`config.mk`:
```
export PLATFORM = sky130hd
export DESIGN_NAME = mem_access_unit
export DESIGN_NICKNAME = d
export VERILOG_FILES = /design/src/rtl/mem_access_unit.sv
export SDC_FILE = /design/constraint.sdc
export NUM_CORES = 1
export LEC_CHECK = 0
export CELL_PAD_IN_SITES_DETAIL_PLACEMENT = 0
export CELL_PAD_IN_SITES_GLOBAL_PLACEMENT = 1
export CORE_UTILIZATION = 41
export DETAILED_ROUTE_END_ITERATION = 7
export PLACE_DENSITY_LB_ADDON = 0.08
export SYNTH_ARGS = -nofsm -noshare
export SYNTH_HDL_FRONTEND = slang
export SYNTH_SLANG_ARGS = --single-unit
export TNS_END_PERCENT = 30
```
`constraint.sdc`:
```
create_clock -name clk -period 8.9 [get_ports clk]
set_input_delay 2.225 -clock clk [delete_from_list [all_inputs] [get_ports clk]]
set_output_delay 2.225 -clock clk [all_outputs]
set_load 0.05 [all_outputs]
```
`src/rtl/mem_access_unit.sv`:
```
// Load/store unit between the EX/MEM register and the 256x32 DataMem.
// Latency (edges after accept to resp_valid): load 2, word store 2, sub-word store 4, error 0.
// Backpressure: busy is high whenever the FSM is not IDLE; req_* are ignored while busy.
//
// Ports:
//   clk, rst             : rising-edge clock, asynchronous active-high reset
//   req_*                : byte-addressed request (we, size, unsigned, addr, wdata)
//   busy                 : combinational, state != IDLE
//   resp_valid/err/rdata : one-cycle completion pulse, error flag, extended load data
//   dm_*                 : word-granular DataMem interface (registered read data, write-done)
module mem_access_unit #(
    parameter int ADDR_W     = 10,
    parameter int WD_TIMEOUT = 4
) (
    input  logic              clk,
    input  logic              rst,
    input  logic              req_valid,
    input  logic              req_we,
    input  logic [1:0]        req_size,
    input  logic              req_unsigned,
    input  logic [ADDR_W-1:0] req_addr,
    input  logic [31:0]       req_wdata,
    output logic              busy,
    output logic              resp_valid,
    output logic [31:0]       resp_rdata,
    output logic              resp_err,
    output logic [7:0]        dm_addr,
    output logic [31:0]       dm_data_in,
    output logic              dm_we,
    input  logic [31:0]       dm_data_out,
    input  logic              dm_wd
);

    typedef enum logic [2:0] {
        IDLE       = 3'd0,
        RD_ISSUE   = 3'd1,
        RD_CAPTURE = 3'd2,
        WR_ISSUE   = 3'd3,
        WR_ACK     = 3'd4
    } state_t;

    localparam int CNT_W = $clog2(WD_TIMEOUT + 1);

    state_t             state_q, state_d;
    logic               we_q, we_d;
    logic [1:0]         size_q, size_d;
    logic               uns_q, uns_d;
    logic [1:0]         off_q, off_d;
    logic [7:0]         idx_q, idx_d;
    logic [31:0]        wdata_q, wdata_d;
    logic [31:0]        merge_q, merge_d;
    logic [CNT_W-1:0]   cnt_q, cnt_d;
    logic               resp_valid_q, resp_valid_d;
    logic               resp_err_q, resp_err_d;
    logic [31:0]        resp_rdata_q, resp_rdata_d;

    logic               misaligned;
    logic [7:0]         byte_sel;
    logic [15:0]        half_sel;
    logic [31:0]        ld_ext;
    logic [31:0]        merged;

    // Alignment check on the incoming request (size 11 is never legal).
    always_comb begin
        misaligned = 1'b0;
        case (req_size)
            2'b00:   misaligned = 1'b0;
            2'b01:   misaligned = req_addr[0];
            2'b10:   misaligned = (req_addr[1:0] != 2'b00);
            default: misaligned = 1'b1;
        endcase
    end

    // Lane extraction/extension for loads and lane replacement for sub-word stores,
    // both working on the registered DataMem word seen in RD_CAPTURE.
    always_comb begin
        byte_sel = dm_data_out[8*off_q +: 8];
        half_sel = dm_data_out[16*off_q[1] +: 16];
        ld_ext   = dm_data_out;
        merged   = dm_data_out;
        case (size_q)
            2'b00: begin
                ld_ext = uns_q ? {24'b0, byte_sel} : {{24{byte_sel[7]}}, byte_sel};
                merged[8*off_q +: 8] = wdata_q[7:0];
            end
            2'b01: begin
                ld_ext = uns_q ? {16'b0, half_sel} : {{16{half_sel[15]}}, half_sel};
                merged[16*off_q[1] +: 16] = wdata_q[15:0];
            end
            default: begin
                ld_ext = dm_data_out;
                merged = dm_data_out;
            end
        endcase
    end

    always_comb begin
        state_d      = state_q;
        we_d         = we_q;
        size_d       = size_q;
        uns_d        = uns_q;
        off_d        = off_q;
        idx_d        = idx_q;
        wdata_d      = wdata_q;
        merge_d      = merge_q;
        cnt_d        = cnt_q;
        resp_valid_d = 1'b0;
        resp_err_d   = 1'b0;
        resp_rdata_d = resp_rdata_q;

        case (state_q)
            IDLE: begin
                if (req_valid) begin
                    if (misaligned) begin
                        // Rejected without touching DataMem; request registers keep
                        // their old contents so dm_addr does not move.
                        resp_valid_d = 1'b1;
                        resp_err_d   = 1'b1;
                    end else begin
                        we_d    = req_we;
                        size_d  = req_size;
                        uns_d   = req_unsigned;
                        off_d   = req_addr[1:0];
                        idx_d   = req_addr[ADDR_W-1:2];
                        wdata_d = req_wdata;
                        state_d = (req_we && req_size == 2'b10) ? WR_ISSUE : RD_ISSUE;
                    end
                end
            end
            RD_ISSUE: begin
                state_d = RD_CAPTURE;
            end
            RD_CAPTURE: begin
                if (we_q) begin
                    merge_d = merged;
                    state_d = WR_ISSUE;
                end else begin
                    resp_rdata_d = ld_ext;
                    resp_valid_d = 1'b1;
                    state_d      = IDLE;
                end
            end
            WR_ISSUE: begin
                cnt_d   = '0;
                state_d = WR_ACK;
            end
            WR_ACK: begin
                if (dm_wd) begin
                    resp_valid_d = 1'b1;
                    state_d      = IDLE;
                end else if (cnt_q == CNT_W'(WD_TIMEOUT - 1)) begin
                    // Last allowed WR_ACK cycle without write-done.
                    resp_valid_d = 1'b1;
                    resp_err_d   = 1'b1;
                    state_d      = IDLE;
                end else begin
                    cnt_d = cnt_q + 1'b1;
                end
            end
            default: begin
                state_d = IDLE;
            end
        endcase
    end

    always_ff @(posedge clk or posedge rst) begin
        if (rst) begin
            state_q      <= IDLE;
            we_q         <= 1'b0;
            size_q       <= 2'b00;
            uns_q        <= 1'b0;
            off_q        <= 2'b00;
            idx_q        <= 8'h00;
            wdata_q      <= 32'h0;
            merge_q      <= 32'h0;
            cnt_q        <= '0;
            resp_valid_q <= 1'b0;
            resp_err_q   <= 1'b0;
            resp_rdata_q <= 32'h0;
        end else begin
            state_q      <= state_d;
            we_q         <= we_d;
            size_q       <= size_d;
            uns_q        <= uns_d;
            off_q        <= off_d;
            idx_q        <= idx_d;
            wdata_q      <= wdata_d;
            merge_q      <= merge_d;
            cnt_q        <= cnt_d;
            resp_valid_q <= resp_valid_d;
            resp_err_q   <= resp_err_d;
            resp_rdata_q <= resp_rdata_d;
        end
    end

    // dm_we decodes straight from state, so an async reset kills a pending write
    // before the next edge can commit it.
    assign busy       = (state_q != IDLE);
    assign dm_we      = (state_q == WR_ISSUE);
    assign dm_addr    = idx_q;
    assign dm_data_in = (size_q == 2'b10) ? wdata_q : merge_q;
    assign resp_valid = resp_valid_q;
    assign resp_err   = resp_err_q;
    assign resp_rdata = resp_rdata_q;

endmodule
```
# Word-level counts from Yosys, hierarchy flattened
# Index checks and enable logic that the tools add are counted.
# W data, S select, Z words.
op_classes:
  add_sub_neg: 3
  multipliers: 0
  div: 0
  magnitude_cmp: 0
  eq_ne: 14
  n_shift: 6
  n_mux: 26
  bitwise_logic: 2
  reduce_logical: 12
ops:
  columns: ["op", "n"]
  rows:
  - ["$pmux W32 S2", 2]
  - ["$mux W32", 3]
  - ["$neg A5 Y34", 2]
  - ["$bwmux W32", 2]
  - ["$shift A16 B34 Y32 const A", 1]
  - ["$shift A8 B34 Y32 const A", 1]
  - ["$shiftx A16 B34 Y32", 1]
  - ["$shiftx A8 B34 Y32", 1]
  - ["$shiftx A32 B6 Y16", 1]
  - ["$shiftx A32 B6 Y8", 1]
  - ["$mux W3", 6]
  - ["$pmux W3 S5", 1]
  - ["$eq A3 B2 Y1 const B", 3]
  - ["$reduce_and A3 Y1", 3]
  - ["$ne A2 B2 Y1 const B", 4]
  - ["$mux W1", 6]
  - ["$pmux W1 S3", 2]
  - ["$pmux W3 S2", 1]
  - ["$eq A2 B1 Y1 const B", 2]
  - ["$eq A2 B2 Y1 const B", 2]
  - ["$logic_not A2 Y1", 2]
  - ["$mux W2", 2]
  - ["$reduce_and A2 Y1", 2]
  - ["$reduce_bool A2 Y1", 2]
  - ["9 further kinds", 10]
totals:
  ff_bits: 118
  latchBits: 0
  ramBits: 0
  mem_bits_ro: 0
  in_bits: 82
  memories: 0

# Depth between registers and ports, before layout
depth:
  word_depth: 6
  ltp_mapped: 9

# Worst setup path after synthesis
# OpenSTA, ideal clock, no wires.
synth_timing:
  path_type: "reg2out"
  startpoint: "register size_q[0]"
  endpoint: "output port dm_data_in[5]"
  t_arrival_ps: 1408
  path_slack_ps: 5267
  path_stages_with_launch: 5
  n_path_buf: 2
  path_cell_list: "dfrtp_1 -> nand2b_1 -> clkbuf_1 -> buf_2 -> mux2_1"
synth_between:
  elab_chain_len: 2
synth_rtl:
  columns: ["item", "line", "rtl"]
  rows:
  - ["from (decl)", "46", "logic [1:0] size_q, size_d;"]
  - ["from (signal assigned)", "183", "size_q <= size_d;"]
  - ["$eq A2 B2 Y1", "201", "assign dm_data_in = (size_q == 2'b10) ? wdata_q : merge_q;"]
  - ["$mux W32", "201", null]
  - ["to (decl)", "28", "output logic [31:0] dm_data_in,"]
# Every way passes these cells.

# Worst setup path after layout
layout_timing:
  startpoint: "register size_q[0]"
  endpoint: "output port dm_data_in[11]"
# The elaborated chain is that of the path after synthesis.

==> Flow_metrics.wiki <==
{| class="wikitable"
! Metric !! Value
|-
| Result of the run || completed
|-
| RSZ-0062 raised after global routing || false
|-
| Data arrival time of the worst path || 3.20 ns
|-
| Synth top cells by count || dfrtp_1, mux2_2, nand2_1
|-
| Static Leakage || 3.45 nW
|-
| Avg Synthesized Cell Area || 10.9 um^2
|-
| Total wire length after detailed routing || 17,500 um
|-
| Clock insertion delay at the later pin of the skew report || 0.42 ns
|-
| Height of the die || 123 um
|-
| Wire length of the first global-routing pass || 27,200 um
|-
| Number of antenna violations at the first check in global routing || 0
|-
| Most common flop cell mapped by yosys || dfrtp_1
|-
| FF-to-FF End || merge_q[22]
|-
| DR pass1 iterations || 5
|-
| Area share of the leading cell type in the synthesized netlist || 0.496
|-
| Total DRC errors in the routed layout || 0
|-
| Non-Filler Cell Area, Final || 8250 um^2
|-
| Number of enable flip-flop cells after synthesis || 0
|-
| Max Slew Vio Count || 0
|-
| Count of nets left with antenna violations after detail routing || 0
|-
| Routability Congestion || 0.791
|-
| Die area || 15,000 um^2
|-
| Nets@finish || 778
|-
| FP Rows || 43
|-
| Setup slack, reg-to-reg || 5.91 ns
|-
| Yosys warns || 0
|-
| IR Drop Worst-Case VDD || 367 uV
|-
| Comb power frac || 0.528
|-
| Area contributors post-synth || dfrtp_1, mux2_2, mux2_1
|-
| Final-report setup violation count || 0
|-
| Via count || 4,994
|-
| Worst clock skew || 0.00959 ns
|-
| Power per cell area || 461 nW/um^2
|-
| Minimum clock period after layout || 5.42 ns
|-
| Number of H-tree levels || 4
|-
| Proportion of synthesized chip area in sequential cells || 0.496
|-
| Highest Clock Rate || 184 MHz
|-
| Final core utilization || 0.588
|-
| Number of sinks handled by clock tree synthesis || 118
|-
| Worst-Margin Slew || 1.15 ns
|-
| HPWL after detailed placement || 12,500 um
|-
| Fraction of the cycle the final worst path needs || 0.609
|-
| Total of flip-flops plus latches after synthesis || 118
|-
| Net switching share of the total power || 0.454
|-
| Number of buffers created by CTS || 17
|-
| Async SR Flop Fraction || 1.00
|-
| Number of global-route vias before repair || 4,876
|-
| Worst min-delay path startpoint || merge_q[17]
|-
| Chip width || 123 um
|-
| Setup TNS after final layout || 0 ns
|-
| Hold Crit Depth || 2
|-
| Critical path startpoint category || register
|-
| Placed inst area || 7590 um^2
|-
| Clock network fraction of design power || 0.201
|-
| Largest buffer count on any clock path || 2
|-
| Crit Path Max Fanout || 25
|-
| Worst-case headroom to the max-slew limit || 0.232
|-
| Most frequently used cell type in the post-synthesis netlist || dfrtp_1
|-
| Fraction of layout instances using a drive strength above 1 || 0.158
|-
| Seq pwr share || 0.271
|-
| Top-level port count || 158
|-
| Hold buffers post-CTS || 0
|-
| # resized after CTS || 0
|-
| Number of distinct library cell variants in the gate-level netlist after synthesis || 48
|-
| Largest area contributor in the synthesized netlist || dfrtp_1
|-
| Final Hold Vio Count || 0
|-
| Hold Path Sink || merge_q[17]
|-
| Hold WC Path Type || register to register
|-
| Relative area change from synthesis to final layout || 38.5%
|-
| Clock Pin Slew Worst Setup and Hold Paths || 0.06 ns
|-
| Cells on worst reg2reg path || 6
|-
| Internal power consumption || 0.00208 W
|-
| Antenna cell count || 0
|-
| Syn Std Cell Area || 5960 um^2
|-
| Iteration-0 DRC Markers || 345
|-
| Worst EP required || 6.68 ns
|-
| TritonCTS clock tree || done
|-
| Overall routing resource usage || 0.242
|-
| Detail-routed via count per cell || 5.67
|-
| Maximum number of pins on one net before global-route repair || 70
|-
| Count of max-cap constraint violations || 0
|-
| Initial core utilization || 0.424
|-
| Setup crit end kind || output port
|-
| P_sw || 0.00173 W
|-
| Kind of critical path || register to output port
|-
| Start of the worst register-to-register path || off_q[1]
|-
| Per-cell routed wire length || 19.9 um
|-
| Number of nets produced by synthesis || 636
|-
| Port Buffer Count || 157
|-
| Post-CTS Setup Repair Bufs || 0
|-
| Synthesized netlist cell count || 547
|-
| Gr ovfl total || 0
|-
| Root buffer cell || clkbuf_16
|-
| Core Area || 14,000 um^2
|-
| Worst hold slack || 0.481 ns
|}
-- cell type report --
type,count,area [um^2]
fillers,1197,5790
clock buffers,23,488
multi-input cells,381,2770
flip-flops and latches,118,2950
repair buffers,163,1620
inverters,8,32.5
clock inverters,8,169
well taps,180,225
-- worst max-delay path, cell delays in order (launching register included) --
cell,delay [ns]
dfrtp_1,0.83
nand2b_1,0.44
buf_4,0.40
mux2_2,0.39
clkdlybuf4s50_1,0.70
-- registers in the layout, indices dropped and copies added (netlist names) --
register,flops
resp_err,1
resp_rdata,32
wdata_q,32
dm_addr,8
cnt_q,3
size_q,2
state_q,3
off_q,2
resp_valid,1
we_q,1
merge_q,32
uns_q,1
-- routing by layer --
metal  up-vias  wire length (um)  global-route usage
met5         -                 0                   0
met4         0               325              0.0755
met3        23               965              0.0609
met2       193              8230               0.380
met1      2475              7990               0.328
li1       2303                 -                   -
-- logic make-up (layout without fill, tap and decap cells) --
logic type	after synthesis	after routing	synth area share
compound gates	107	107	0.142
buf+inv	48	202	0.0397
mux	91	91	0.171
fa+ha+maj	7	7	0.0147
flops	118	118	0.496
simple gates	176	176	0.136
-- power groups by stage --
stage | Clock [W] | Sequential [W] | Combinational [W]
3_5_place_dp | 0 | 0.00103 | 0.00201
2_1_floorplan | 0 | 0.00124 | 0.00119
3_3_place_gp | 0 | 0.00103 | 0.00198
5_1_grt | 0.000801 | 0.00106 | 0.00213
6_report | 0.000766 | 0.00103 | 0.00201
4_1_cts | 0.000775 | 0.00103 | 0.00202
-- cell usage in the layout, fill, tap and decap left out, types with 2 or more instances in the layout --
| cell | synthesis | routed |
|---|---|---|
| a22oi_1 | 9 | 9 |
| or2_2 | 2 | 2 |
| and3_1 | 3 | 3 |
| bufinv_16 | 0 | 5 |
| nand3_1 | 36 | 36 |
| a22o_1 | 9 | 9 |
| clkinv_2 | 0 | 2 |
| ha_1 | 7 | 7 |
| a221o_1 | 16 | 16 |
| clkbuf_8 | 0 | 4 |
| buf_4 | 2 | 6 |
| nand2_1 | 62 | 62 |
| nand3b_1 | 2 | 2 |
| a21oi_1 | 26 | 26 |
| clkbuf_16 | 0 | 17 |
| inv_1 | 8 | 7 |
| or3_1 | 3 | 3 |
| clkdlybuf4s50_1 | 0 | 157 |
| dfrtp_1 | 118 | 118 |
| mux2_1 | 23 | 23 |
| mux2i_1 | 4 | 4 |
| nand2b_1 | 5 | 5 |
| o211ai_1 | 2 | 2 |
| nand4b_1 | 2 | 2 |
| a221oi_1 | 15 | 15 |
| a32oi_1 | 16 | 16 |
| o22ai_1 | 2 | 2 |
| nor2_1 | 48 | 48 |
| o21ai_0 | 2 | 2 |
| a31oi_1 | 2 | 2 |
| nand4_1 | 2 | 2 |
| mux2_2 | 64 | 64 |
| nor2b_1 | 2 | 2 |
| nor2_2 | 2 | 2 |
| clkbuf_1 | 18 | 2 |
-- how the worst max path moves through the flow --
stage / slack (ns) / cells past startpoint / endpoint / start
3_5_place_dp: 3.91 / 4 / dm_data_in[21] / size_q[0]
6_report: 3.48 / 4 / dm_data_in[11] / size_q[0]
4_1_cts: 3.46 / 4 / dm_data_in[21] / size_q[0]
5_1_grt: 3.33 / 4 / dm_data_in[21] / size_q[0]
3_3_place_gp: 4.01 / 4 / dm_data_in[30] / size_q[0]
2_1_floorplan: 3.55 / 1 / cnt_q[0] / rst
-- metrics by stage --
| stage | power [W] | cells | worst slack, ns |
|---|---|---|---|
| 3_3_place_gp | 0.00301 | 850 | 4.01 |
| 2_1_floorplan | 0.00242 | 547 | 3.55 |
| 6_report | 0.00380 | 881 | 3.48 |
| 3_5_place_dp | 0.00304 | 850 | 3.91 |
| 4_1_cts | 0.00382 | 881 | 3.46 |
| 5_1_grt | 0.00400 | 881 | 3.33 |
Power figures use the tool's default switching activity.
